==> src/rtl/write_iq_if.sv <==
// write_iq handshake bundle: two FWFT input FIFOs and one output FIFO.
// master = write_iq side, slave = FIFO side.
interface write_iq_if;
  logic        inI_rd_en;
  logic        inI_empty;
  logic [31:0] inI_dout;
  logic        inQ_rd_en;
  logic        inQ_empty;
  logic [31:0] inQ_dout;
  logic        out_wr_en;
  logic        out_full;
  logic [63:0] out_din;

  modport master (
    output inI_rd_en, inQ_rd_en, out_wr_en, out_din,
    input  inI_empty, inI_dout, inQ_empty, inQ_dout, out_full
  );

  modport slave (
    input  inI_rd_en, inQ_rd_en, out_wr_en, out_din,
    output inI_empty, inI_dout, inQ_empty, inQ_dout, out_full
  );
endinterface

==> src/rtl/write_iq.sv <==
// write_iq: pops paired fixed-point I/Q samples, dequantizes them and
// pushes one halfword-swapped 64-bit raw IQ word per pair.
module write_iq #(
  parameter int FRAC_BITS = 10,
  parameter int COUNT_W   = 32
) (
  input  logic               clock,
  input  logic               reset,
  write_iq_if.master         bus,
  output logic [COUNT_W-1:0] sample_count
);

  typedef enum logic [1:0] {
    S_READ  = 2'd0,
    S_CALC  = 2'd1,
    S_WRITE = 2'd2
  } state_t;

  localparam logic signed [32:0] HALF =
    33'sd1 <<< (FRAC_BITS - 1);

  state_t             state_q, state_d;
  logic [31:0]        i_q, i_d;
  logic [31:0]        q_q, q_d;
  logic [63:0]        word_q, word_d;
  logic [COUNT_W-1:0] cnt_q, cnt_d;
  logic               rd, wr;

  // Round half up, arithmetic shift; 33 bits so 0x7FFFFFFF cannot overflow.
  function automatic logic [31:0] deq(input logic [31:0] x);
    logic signed [32:0] s;
    s = $signed({x[31], x}) + HALF;
    s = s >>> FRAC_BITS;
    return s[31:0];
  endfunction

  // Halfword swap back into the raw file layout.
  function automatic logic [63:0] pack(
    input logic [31:0] di,
    input logic [31:0] dq
  );
    return {di[15:0], di[31:16], dq[15:0], dq[31:16]};
  endfunction

  // Next state, datapath loads and raw strobes.
  always_comb begin
    state_d = state_q;
    i_d     = i_q;
    q_d     = q_q;
    word_d  = word_q;
    cnt_d   = cnt_q;
    rd      = 1'b0;
    wr      = 1'b0;
    case (state_q)
      S_READ: begin
        if (!bus.inI_empty && !bus.inQ_empty) begin
          rd      = 1'b1;
          i_d     = bus.inI_dout;
          q_d     = bus.inQ_dout;
          state_d = S_CALC;
        end
      end
      S_CALC: begin
        word_d  = pack(deq(i_q), deq(q_q));
        state_d = S_WRITE;
      end
      S_WRITE: begin
        if (!bus.out_full) begin
          wr      = 1'b1;
          cnt_d   = cnt_q + COUNT_W'(1);
          state_d = S_READ;
        end
      end
      default: begin
        state_d = S_READ;
        i_d     = '0;
        q_d     = '0;
      end
    endcase
  end

  // Strobes are forced low while reset is held, independent of the clock.
  always_comb begin
    bus.inI_rd_en = reset & rd;
    bus.inQ_rd_en = reset & rd;
    bus.out_wr_en = reset & wr;
    bus.out_din   = (reset & wr) ? word_q : 64'd0;
  end

  // State and datapath registers.
  always_ff @(posedge clock or negedge reset) begin
    if (!reset) begin
      state_q <= S_READ;
      i_q     <= '0;
      q_q     <= '0;
      word_q  <= '0;
      cnt_q   <= '0;
    end else begin
      state_q <= state_d;
      i_q     <= i_d;
      q_q     <= q_d;
      word_q  <= word_d;
      cnt_q   <= cnt_d;
    end
  end

  assign sample_count = cnt_q;

endmodule
==> src/flat_wrapper.sv <==
// flat-port wrapper written by rule: the top's interface ports become plain ports
module write_iq_flat 
#(
  parameter int FRAC_BITS = 10,
  parameter int COUNT_W   = 32
)
  (clock, reset, sample_count, bus_inI_rd_en, bus_inQ_rd_en, bus_out_wr_en, bus_out_din, bus_inI_empty, bus_inI_dout, bus_inQ_empty, bus_inQ_dout, bus_out_full);
  write_iq_if bus_i ();
  input  logic clock;
  input  logic reset;
  output logic [COUNT_W-1:0] sample_count;
  output wire logic [$bits(bus_i.inI_rd_en)-1:0] bus_inI_rd_en;
  output wire logic [$bits(bus_i.inQ_rd_en)-1:0] bus_inQ_rd_en;
  output wire logic [$bits(bus_i.out_wr_en)-1:0] bus_out_wr_en;
  output wire logic [$bits(bus_i.out_din)-1:0] bus_out_din;
  input wire logic [$bits(bus_i.inI_empty)-1:0] bus_inI_empty;
  input wire logic [$bits(bus_i.inI_dout)-1:0] bus_inI_dout;
  input wire logic [$bits(bus_i.inQ_empty)-1:0] bus_inQ_empty;
  input wire logic [$bits(bus_i.inQ_dout)-1:0] bus_inQ_dout;
  input wire logic [$bits(bus_i.out_full)-1:0] bus_out_full;
  assign bus_inI_rd_en = bus_i.inI_rd_en;
  assign bus_inQ_rd_en = bus_i.inQ_rd_en;
  assign bus_out_wr_en = bus_i.out_wr_en;
  assign bus_out_din = bus_i.out_din;
  assign bus_i.inI_empty = bus_inI_empty;
  assign bus_i.inI_dout = bus_inI_dout;
  assign bus_i.inQ_empty = bus_inQ_empty;
  assign bus_i.inQ_dout = bus_inQ_dout;
  assign bus_i.out_full = bus_out_full;
  write_iq #(.FRAC_BITS(FRAC_BITS), .COUNT_W(COUNT_W)) u_core (.clock(clock), .reset(reset), .bus(bus_i), .sample_count(sample_count));
endmodule
==> config.mk <==
export PLATFORM = sky130hd
export DESIGN_NAME = write_iq_flat
export DESIGN_NICKNAME = d
export VERILOG_FILES = /design/src/rtl/write_iq_if.sv /design/src/rtl/write_iq.sv /design/src/flat_wrapper.sv
export SDC_FILE = /design/constraint.sdc
export NUM_CORES = 1
export LEC_CHECK = 0
export ABC_AREA = 0
export CAP_MARGIN = 5
export CORE_MARGIN = 8
export CORE_UTILIZATION = 53
export DETAILED_ROUTE_END_ITERATION = 12
export GPL_ROUTABILITY_DRIVEN = 0
export HOLD_SLACK_MARGIN = 0.06
export PLACE_DENSITY_LB_ADDON = 0.15
export SYNTH_ARGS = -nofsm -noshare
export SYNTH_HDL_FRONTEND = slang
export SYNTH_SLANG_ARGS = --single-unit
==> constraint.sdc <==
create_clock -name clock -period 3.61 [get_ports clock]
set_input_delay 0.722 -clock clock [delete_from_list [all_inputs] [get_ports clock]]
set_output_delay 0.722 -clock clock [all_outputs]
set_load 0.005 [all_outputs]
# Yosys cells after proc, flatten, opt, wreduce, memory -nomap -nowiden
# Cells that the tools add are included.
[totals]
input_bits = 69
register_bits = 162
word_cells = 36
[op_classes]
mux = 12
reduce_logical = 8
eq_ne = 4
addsub = 3
n_bitwise = 4
[op_table]
columns = ["op", "n"]
rows = [
  ["32-bit case mux with 2 select lines", 2],
  ["32-bit by 11-bit adder with 33-bit output, second input constant", 2],
  ["32-bit 2-to-1 mux", 2],
  ["64-bit 2-to-1 mux", 1],
  ["32-bit by 1-bit adder with 32-bit output, second input constant", 1],
  ["2-bit case mux with 3 select lines", 1],
  ["2-bit AND reduction", 3],
  ["1-bit 2-to-1 mux", 4],
  ["2-bit 2-to-1 mux", 2],
  ["1-bit AND", 2],
  ["2-bit by 1-bit equality test with 1-bit output, second input constant", 1],
  ["2-bit equality test, second input constant", 1],
  ["1-bit zero test", 2],
  ["2-bit zero test", 1],
  ["2-bit by 1-bit inequality test with 1-bit output, second input constant", 1],
  ["2-bit inequality test, second input constant", 1],
  ["1-bit inverter", 2],
  ["2-bit OR reduction", 1],
  ["1-bit logical AND", 1],
]

# Longest topological paths before layout
[depth]
depth_word = 5
mapped_depth = 7

# Least setup slack after synthesis
# No wires, ideal clock.
[synth_timing]
path_type = "input-to-output"
from = "in bus_out_full"
to = "out bus_out_din[10]"
path_buffers = 2
required_time_ns = 2.888
t_arrival_ns = 1.719
path_stages = 4
path_slack_ns = 1.169
path_cell_list = "nor2b_1 clkbuf_1 and3_1 buf_4"
[synth_between]
elab_chain_cells = 4
[synth_lines]
columns = ["element", "line", "source"]
rows = [
  ["from (decl)", "flat_wrapper.sv:20", "input wire logic [$bits(bus_i.out_full)-1:0] bus_out_full;"],
  ["1-bit 2-to-1 mux", "write_iq.sv:68", "if (!bus.out_full) begin"],
  ["1-bit 2-to-1 mux", "write_iq.sv:54", "case (state_q)"],
  ["1-bit AND", "write_iq.sv:87", "bus.out_din = (reset & wr) ? word_q : 64'd0;"],
  ["64-bit 2-to-1 mux", "write_iq.sv:87", ""],
  ["to (decl)", "flat_wrapper.sv:15", "output wire logic [$bits(bus_i.out_din)-1:0] bus_out_din;"],
]
# No other way between the ends.

# Worst setup path after layout
[layout_timing]
from = "in bus_out_full"
to = "out bus_out_din[50]"
# Same word-level chain as after synthesis.

==> summary.txt <==
Outcome
  – Status: complete, no violations

Critical path
  – Largest stage delay, worst path: slightly above 0.5 ns
  – Crit path top cell by count: clkdlybuf4s50_1
  – Worst setup startpoint: bus_out_full
  – Slowest CP cell: clkdlybuf4s50_1
  – Worst Path Max Fanout: 25
  – Reg-to-Reg Start: u_core.state_q[0]$_DFFE_PN0P_
  – CP cell instances: clkdlybuf4s50_1 -> nor2b_4 -> buf_4 -> and3_1 -> clkdlybuf4s50_1
  – CP endpoint kind: output port
  – Critical Path AT: about 2.6 ns
  – Type of origin of the critical path: input port
  – CP Data Required Time: 2.89 ns
  – R2r setup slk: approximately 1.5 ns
  – Crit Path Category: input port to output port
  – Reg2Reg Capture Point: u_core.q_q[11]$_DFFE_PN0P_
  – Worst Reg-to-Reg Cells: 4
  – Worst setup path end: bus_out_din[50]

Global route
  – Vias in the first global route: 5233
  – GRT overflow: 0
  – Antenna violations before repair: 0
  – Global-route wire length before repair: about 27000 um
  – Largest net degree at the start of global routing: 52
  – GRT Total Usage: 0.2106

Route
  – Routed WL: about 16000 um
  – DR pass1 iterations: 5
  – Residual DRC count: 0
  – Post-DRT Antenna Nets: 0
  – DR WL/cell: between 15 and 20 um
  – Vias: 5134
  – Drt via density: 5.782
  – Initial DRC count: 370

CTS
  – Setup Fix Bufs, Post-CTS: 0
  – CTS tree: yes
  – CTS max path bufs: 2
  – CTS Root Cell: clkbuf_16
  – Clk sinks: ~130
  – Clk slew on worst S/H paths: about 0.060 ns
  – Hold-fix buffers, CTS: 0
  – CTS resizes: 0
  – H-tree depth: 4
  – Total CTS buffers: 17
  – Clk_lat worst skew: 0.41 ns

STA
  – Setup repair after global routing missed its margin: no
  – Final setup violation count: 0
  – Worst Clk Skew: about 0.0064 ns
  – Slew @ Worst Pin: about 1.0 ns
  – Min Hold Slack: around 0.22 ns
  – Max-slew headroom: 0.3176
  – Crit path time final: between 3 and 4 ns
  – Final Hold Vio Count: 0
  – Final slew viol count: 0
  – Fin Setup TNS: 0 ns
  – Fin worst setup slack: about 0.32 ns
  – Fmax: around 0.3 GHz
  – Crit share post-route: 0.9110

Floorplanning
  – CORE AREA: about 12000 sq um
  – Number of I/O pins: roughly 170
  – Die height: 124.9 um
  – Row count: 39
  – Initial core utilization: 0.5462
  – Die width: 124.9 um
  – Die ar.: ~16000 sq um

Finish
  – Multi-input logic area: between 2000 and 3000 sq um
  – Layout cells sized above 1: 0.09664
  – # diodes: 0
  – Final core occ: 0.7299
  – # nets final: 811
  – Fill count: 824
  – Final Instance Area: between 8000 and 9000 sq um
  – Most common cell after layout, fill and taps aside: clkdlybuf4s50_1
  – Commonest non-fill, non-tap cells in the layout: clkdlybuf4s50_1, dfrtp_1, and3_1
  – Synth-to-layout area growth: 33.64%
  – Sequential standard cell area: approximately 3200 sq um

Placed design
  – Pre-CTS WS: 0.3416 ns
  – Cell Area, Placed: roughly 8000 sq um
  – Final HPWL DP: roughly 12000 um
  – Port buffer count: around 150

Synthesis
  – Cell taking the most area after synthesis: dfrtp_1
  – Yosys top cell area share: 0.5013
  – Syn_nets: ~680
  – Yosys cell types: 46
  – Cells after Synth: 600
  – Yosys warns: 0
  – #FFs+latches synth: between 100 and 150
  – Post-synthesis sequential area ratio: 0.5013
  – Mapped cell area: 6290 sq um
  – Synth area leaders: dfrtp_1, a22o_1, and3_1, xnor2_1, nor2_1
  – Synthesized area per cell: roughly 10 sq um

Power and ir drop
  – Pwr/cell area: slightly below 700 nW/um^2
  – VDD IR-drop max: roughly 0.84 mV
  – Leakage: around 3.6 nW

Job
  – Max_cap viols: 0

Min path
  – Hold Path Class: input port to asynchronous set/reset pin
==> logic make-up (layout without fill, tap and decap cells) <==
kind of cell             after synthesis  in the layout  share of synthesized area
AND/OR/NAND/NOR                      231            231                     0.2136
adder cells (fa/ha/maj)                8              8                    0.01591
AO/OA/AOI/OAI                        108            108                     0.1225
buffers and inverters                 65            210                    0.05789
multiplexers                           6              6                    0.01074
flip-flops                           126            126                     0.5013
XOR/XNOR                              56             56                    0.07798
==> per-layer routing <==
layer  part of all wire  global-route usage  up-vias
li1                   -                   -     2424
met1               0.43              0.2587     2501
met2               0.48              0.3434      180
met3              0.066             0.06290       29
met4              0.019             0.08166        0
met5                  0                   0        -
==> sequential cells by signal, summed over array words and instances (netlist names) <==
register             flops
u_core.word_q           46
u_core.sample_count     32
u_core.state_q           2
u_core.i_q              23
u_core.q_q              23
==> how the worst min path moves through the flow <==
stage / startpoint / to / cells past startpoint
2_1_floorplan: reset / u_core.i_q[10]$_DFFE_PN0P_ / 0
3_3_place_gp: u_core.sample_count[8]$_DFFE_PN0P_ / u_core.sample_count[8]$_DFFE_PN0P_ / 1
3_5_place_dp: u_core.sample_count[31]$_DFFE_PN0P_ / u_core.sample_count[31]$_DFFE_PN0P_ / 1
4_1_cts: reset / u_core.sample_count[16]$_DFFE_PN0P_ / 1
5_1_grt: reset / u_core.sample_count[16]$_DFFE_PN0P_ / 1
6_report: reset / u_core.sample_count[16]$_DFFE_PN0P_ / 1
==> cell type report <==
| class | count | share of cell area |
|---|---|---|
| Sequential cell | 126 | 0.3751 |
| Multi-Input combinational cell | 409 | 0.3324 |
| Timing Repair Buffer | 170 | 0.1978 |
| Clock buffer | 22 | 0.05522 |
| Tap cell | 143 | 0.02129 |
| Clock inverter | 8 | 0.01369 |
| Inverter | 10 | 0.004466 |
==> worst max-delay path, delay by kind of cell <==
| kind | cells | cell delay, ns |
|---|---|---|
| buf+inv | 3 | 1.32 |
| simple gates | 2 | 0.52 |
==> stage by stage <==
| step | std cells | power (W) |
|---|---|---|
| 4_1_cts | 888 | 0.005718 |
| 5_1_grt | 888 | 0.006046 |
| 2_1_floorplan | 600 | 0.003374 |
| 3_3_place_gp | 858 | 0.003915 |
| 6_report | 888 | 0.005703 |
| 3_5_place_dp | 858 | 0.004008 |
==> Yosys cell counts, drive strengths merged <==
cell type      n
nor2          47
mux2           6
clkbuf        27
xnor2         37
and3          58
nand2b         1
or3            5
dfrtp        126
nor4           7
a22o          46
nand3         32
inv           10
ha             8
o22ai          1
and2           2
o31a           1
dlygate4sd1    1
nor3           7
a31oi         17
nand4b         2
o21ai          6
buf           27
nand2         26
nor4bb         1
and4           7
xor2          19
nand3b         1
or2            1
o31ai         12
a21oi         25
nor4b          1
nand4         20
or4           12
nor2b          1
==> report_power, final <==
group	switching (W)	total, W	internal, W	leakage [nW]
Combinational	0.000827	0.00159	0.000763	1.68
Sequential	0.000500	0.00242	0.00192	1.65
Clock	0.000583	0.00169	0.00111	0.289
Total	0.00191	0.00570	0.00379	3.61
Power figures use the tool's default switching activity.
